**src/rtl/vga_timing_gen.sv**
```systemverilog
// VGA sync-and-scan generator: pixel-tick divider, h/v scan counters with phase FSMs,
// and a registered pin stage that keeps colour and sync aligned one pixel behind the coordinates.
module vga_timing_gen #(
  parameter int CLK_DIV  = 4,
  parameter int H_ACTIVE = 640,
  parameter int H_FP     = 16,
  parameter int H_SYNC   = 96,
  parameter int H_BP     = 48,
  parameter int V_ACTIVE = 480,
  parameter int V_FP     = 10,
  parameter int V_SYNC   = 2,
  parameter int V_BP     = 33,
  parameter bit SYNC_POL = 1'b0
) (
  input  logic        clk,
  input  logic        rst_n,
  input  logic [3:0]  rgb_in_r,
  input  logic [3:0]  rgb_in_g,
  input  logic [3:0]  rgb_in_b,
  output logic [10:0] h_cnt,
  output logic [9:0]  v_cnt,
  output logic        pix_tick,
  output logic        video_on,
  output logic        line_start,
  output logic        frame_start,
  output logic        vga_hs,
  output logic        vga_vs,
  output logic [3:0]  vga_r,
  output logic [3:0]  vga_g,
  output logic [3:0]  vga_b
);

  typedef enum logic [1:0] {ACTIVE, FP, SYNC, BP} phase_t;

  localparam int DIV_W = (CLK_DIV > 1) ? $clog2(CLK_DIV) : 1;
  localparam logic [DIV_W-1:0] DIV_LAST = DIV_W'(CLK_DIV - 1);

  localparam logic [11:0] H_TOTAL  = 12'(H_ACTIVE + H_FP + H_SYNC + H_BP);
  localparam logic [11:0] H_A_END  = 12'(H_ACTIVE - 1);
  localparam logic [11:0] H_FP_END = 12'(H_ACTIVE + H_FP - 1);
  localparam logic [11:0] H_S_END  = 12'(H_ACTIVE + H_FP + H_SYNC - 1);
  localparam logic [11:0] H_LAST   = H_TOTAL - 12'd1;

  localparam logic [11:0] V_TOTAL  = 12'(V_ACTIVE + V_FP + V_SYNC + V_BP);
  localparam logic [11:0] V_A_END  = 12'(V_ACTIVE - 1);
  localparam logic [11:0] V_FP_END = 12'(V_ACTIVE + V_FP - 1);
  localparam logic [11:0] V_S_END  = 12'(V_ACTIVE + V_FP + V_SYNC - 1);
  localparam logic [11:0] V_LAST   = V_TOTAL - 12'd1;

  logic [DIV_W-1:0] div_cnt;
  logic [11:0]      h_ext;
  logic [11:0]      v_ext;
  logic             h_end;
  logic             v_end;
  logic             line_end;
  logic             hsync_int;
  logic             vsync_int;
  phase_t           h_state, h_next;
  phase_t           v_state, v_next;

  assign pix_tick = (div_cnt == DIV_LAST);
  assign h_ext    = {1'b0, h_cnt};
  assign v_ext    = {2'b00, v_cnt};
  assign h_end    = (h_ext == H_LAST);
  assign v_end    = (v_ext == V_LAST);
  assign line_end = pix_tick && h_end;

  always_ff @(posedge clk) begin
    if (!rst_n) begin
      div_cnt <= '0;
    end else if (pix_tick) begin
      div_cnt <= '0;
    end else begin
      div_cnt <= div_cnt + DIV_W'(1);
    end
  end

  // Wrap is an explicit compare against TOTAL-1, so non-power-of-two totals never overrun.
  always_ff @(posedge clk) begin
    if (!rst_n) begin
      h_cnt <= '0;
      v_cnt <= '0;
    end else begin
      if (pix_tick) begin
        h_cnt <= h_end ? 11'd0 : h_cnt + 11'd1;
      end
      if (line_end) begin
        v_cnt <= v_end ? 10'd0 : v_cnt + 10'd1;
      end
    end
  end

  always_ff @(posedge clk) begin
    if (!rst_n) begin
      h_state <= ACTIVE;
      v_state <= ACTIVE;
    end else begin
      h_state <= h_next;
      v_state <= v_next;
    end
  end

  // Each phase advances on the last count of the phase, so the state tracks the counter decode.
  always_comb begin
    h_next = h_state;
    v_next = v_state;
    if (pix_tick) begin
      unique case (h_state)
        ACTIVE:  if (h_ext == H_A_END)  h_next = FP;
        FP:      if (h_ext == H_FP_END) h_next = SYNC;
        SYNC:    if (h_ext == H_S_END)  h_next = BP;
        BP:      if (h_ext == H_LAST)   h_next = ACTIVE;
        default: h_next = ACTIVE;
      endcase
    end
    if (line_end) begin
      unique case (v_state)
        ACTIVE:  if (v_ext == V_A_END)  v_next = FP;
        FP:      if (v_ext == V_FP_END) v_next = SYNC;
        SYNC:    if (v_ext == V_S_END)  v_next = BP;
        BP:      if (v_ext == V_LAST)   v_next = ACTIVE;
        default: v_next = ACTIVE;
      endcase
    end
  end

  assign hsync_int   = (h_state == SYNC);
  assign vsync_int   = (v_state == SYNC);
  assign video_on    = (h_state == ACTIVE) && (v_state == ACTIVE);
  assign line_start  = pix_tick && (h_cnt == 11'd0);
  assign frame_start = line_start && (v_cnt == 10'd0);

  // Colour for the current coordinate is captured together with its sync, one pixel behind.
  always_ff @(posedge clk) begin
    if (!rst_n) begin
      vga_hs <= ~SYNC_POL;
      vga_vs <= ~SYNC_POL;
      vga_r  <= '0;
      vga_g  <= '0;
      vga_b  <= '0;
    end else if (pix_tick) begin
      vga_hs <= ~(hsync_int ^ SYNC_POL);
      vga_vs <= ~(vsync_int ^ SYNC_POL);
      vga_r  <= video_on ? rgb_in_r : 4'h0;
      vga_g  <= video_on ? rgb_in_g : 4'h0;
      vga_b  <= video_on ? rgb_in_b : 4'h0;
    end
  end

endmodule

```
**config.mk**
```make
export PLATFORM = sky130hd
export DESIGN_NAME = vga_timing_gen
export DESIGN_NICKNAME = d
export VERILOG_FILES = /design/src/rtl/vga_timing_gen.sv
export SDC_FILE = /design/constraint.sdc
export NUM_CORES = 1
export LEC_CHECK = 0
export CELL_PAD_IN_SITES_DETAIL_PLACEMENT = 0
export CELL_PAD_IN_SITES_GLOBAL_PLACEMENT = 1
export CORE_UTILIZATION = 38
export DETAILED_ROUTE_END_ITERATION = 8
export PLACE_DENSITY_LB_ADDON = 0.3
export SYNTH_ARGS = -nofsm -noshare
export SYNTH_HDL_FRONTEND = slang
export SYNTH_SLANG_ARGS = --single-unit
```
**constraint.sdc**
```tcl
create_clock -name clk -period 4.3 [get_ports clk]
set_input_delay 0.645 -clock clk [delete_from_list [all_inputs] [get_ports clk]]
set_output_delay 0.645 -clock clk [all_outputs]
set_load 0.02 [all_outputs]
```
==> impl_metrics.yaml <==
cells_and_area:
  nets: 298
  layout-drive-gt1-share_pct: 4.80
  area_growth_pct: 34.0
  n_antenna_cell: 0
  fillCellCount: 503
  final_cells: 341
  final_area_um2: 2680
  postLayoutCoreUtil_pct: 52.7
timing:
  fin_setup_tns_ns: 0
  fmax_mhz: 325
  grt_setup_unrepaired: "false"
  maxSlewHeadroom_pct: 46.2
  drv_slew: 0
  layout_min_cycle_time_ns: 3.07
  finalClockSkew_ns: 0.00634
  hold_viol: 0
  post-route-period-util_pct: 71.5
  whs_ns: 0.429
  setup_violations: 0
  tightest_slew_ns: 0.805
logic_synthesis:
  synthArstFlopShare_pct: 0
  avgSynthCellArea_um2: 9.16
  synthTopCellsByCount: "41 x dfxtp_1, 24 x nor2_1, 18 x nand2_1"
  synthFlopType: "dfxtp_1"
  synth.ff_latch_count: 41
  synth_top_area_share_pct: 41.1
  syn-num-nets: 246
  synth-seq-area-share_pct: 41.1
  synth_most_common_cell: "dfxtp_1"
  synth_cells: 218
  ys_types: 39
  synth_area_um2: 2000
  synth_edf_count: 0
  netlist_top_cells_area: "dfxtp_1 41%, ha_1 8.8%, a22o_1 5.3%, nor2_1 4.5%, xnor2_1 3.9%"
  yosys_warnings: 0
  synth_top_area_cell: "dfxtp_1"
clock_network:
  cts_resized: 0
  cts_buffer_depth: 2
  path_clk_slew_ns: 0.08
  clkSinkCount: 41
  cts_setup_buffers: 0
  clk_latency_ns: 0.30
  ctsHoldBuffers: 0
  cts_buffers: 5
  cts.htree.levels: 2
  cts_tree: "yes"
  cts_root_buffer: "clkbuf_8"
detailed_routing:
  finalWirelength_um: 4450
  vias: 1722
  dr.pass1.iters: 4
  wl_per_cell_um: 13.0
  vias_per_cell: 5.05
  ant_nets: 0
  drcViolationCount: 0
  drt_iter0_drc: 29
global_routing:
  grt_pass1_wl_um: 7110
  grt_use_total_pct: 16.8
  antenna_found_initial: 0
  grt_pass1_vias: 1474
  grt_max_degree: 20
  gr-total-overflow: 0
worst_hold_path:
  hold_class: "flop to flop"
floorplan:
  start_util_pct: 39.3
  dieHeight_um: 74.5
  die_area_um2: 5550
  die_width_um: 74.5
  coreArea_um2: 5070
  ioPinCount: 53
  num_rows: 26
power:
  p_per_area_nw_per_um2: 290
  combPwrFrac_pct: 7.7
  switching_share_pct: 21.7
  power_switching_uw: 169
  p_int_uw: 607
  pwr-share-seq_pct: 50.5
  clkPwrFrac_pct: 41.8
  p_leak_nw: 0.978
  ir_drop_mv: 0.140
setup_path:
  start_kind: "flop"
  cp-end-kind: "primary output"
  required_ns: 3.65
  path_max_fanout: 9
  worstSetupPathType: "flop to primary output"
  critical_path_arrival_ns: 2.43
run:
  maxCapViolCount: 0
placement:
  io_buffers: 52
  place_inst: 333
  hpwl_um: 3250
  placed_cell_area_um2: 2560
  gp_congestion: 0.825
run_status:
  status: "complete, no violations"
## logic make-up after synthesis
logic type | share of synthesized area, %
muxes | 1.00
and+or+nand+nor | 23.7
AOI/OAI and AO/OA | 13.0
xor gates and xnor gates | 7.90
adders and majority gates | 8.77
buffers and inverters | 4.57
DFF | 41.1
## path summary, 6_finish.rpt
path              start     endpoint  slack, ns  depth (start not counted)
min reg2reg  div_cnt[0]   div_cnt[0]       0.43                          1
max reg2reg    h_cnt[7]     v_cnt[8]       2.21                          4
max            h_cnt[7]  frame_start       1.23                          5
min          div_cnt[0]   div_cnt[0]       0.43                          1
## cell type report
cell class | instances | area [um^2] | share of cell area (%)
flip-flops and latches | 41 | 821 | 30.7
multi-input cells | 159 | 1080 | 40.6
clock buffers | 7 | 86.3 | 3.23
well taps | 70 | 87.6 | 3.27
clock inverters | 1 | 30.0 | 1.12
repair buffers | 53 | 528 | 19.7
inverters | 10 | 37.5 | 1.40
## worst max-delay path: stages (launching register included)
cell and delay (ns):
dfxtp_1 0.39, nor4_1 0.56, nand2_1 0.11, and4b_1 0.31
and4_1 0.18, clkdlybuf4s50_1 0.59
## layout by cell type (no fill, tap or decap), types with 9 or more instances in the layout
cell type        Yosys  final
a22o_1              12     12
clkdlybuf4s50_1      0     52
dfxtp_1             41     41
ha_1                14     14
inv_1               10     10
nand2_1             18     18
nand4_1             11     11
nor2_1              24     24
xnor2_1              9      9
xor2_1               9      9
## power by group through the flow
stage | clock [mW] | combinational (mW) | sequential (mW)
finish | 0.324 | 0.0599 | 0.392
global route | 0.346 | 0.0655 | 0.393
CTS | 0.333 | 0.0611 | 0.392
detailed placement | 0 | 0.0612 | 0.401
global placement | 0 | 0.0606 | 0.401
floorplan | 0 | 0.0247 | 0.407
## per-layer routing
| layer | GRT usage [%] | vias up | wire, um |
|---|---|---|---|
| met2 | 26.7 | 27 | 2090 |
| met1 | 21.9 | 815 | 2170 |
| met5 | 0 | - | 0 |
| met3 | 4.07 | 6 | 122 |
| met4 | 6.29 | 0 | 71 |
| li1 | - | 874 | - |
## flip-flops by register name, indices dropped and copies added, names as in the netlist
register,count
vga_hs,1
vga_vs,1
v_state,2
vga_r,4
h_cnt,11
h_state,2
div_cnt,2
vga_b,4
vga_g,4
v_cnt,10
## metrics by stage
step / total power [mW] / setup WS [ns]
finish: 0.776 / 1.23
CTS: 0.786 / 1.26
global route: 0.805 / 1.04
floorplan: 0.432 / 1.99
detailed placement: 0.462 / 1.58
global placement: 0.461 / 1.64
Note: power is estimated with default switching activity, not from simulation.
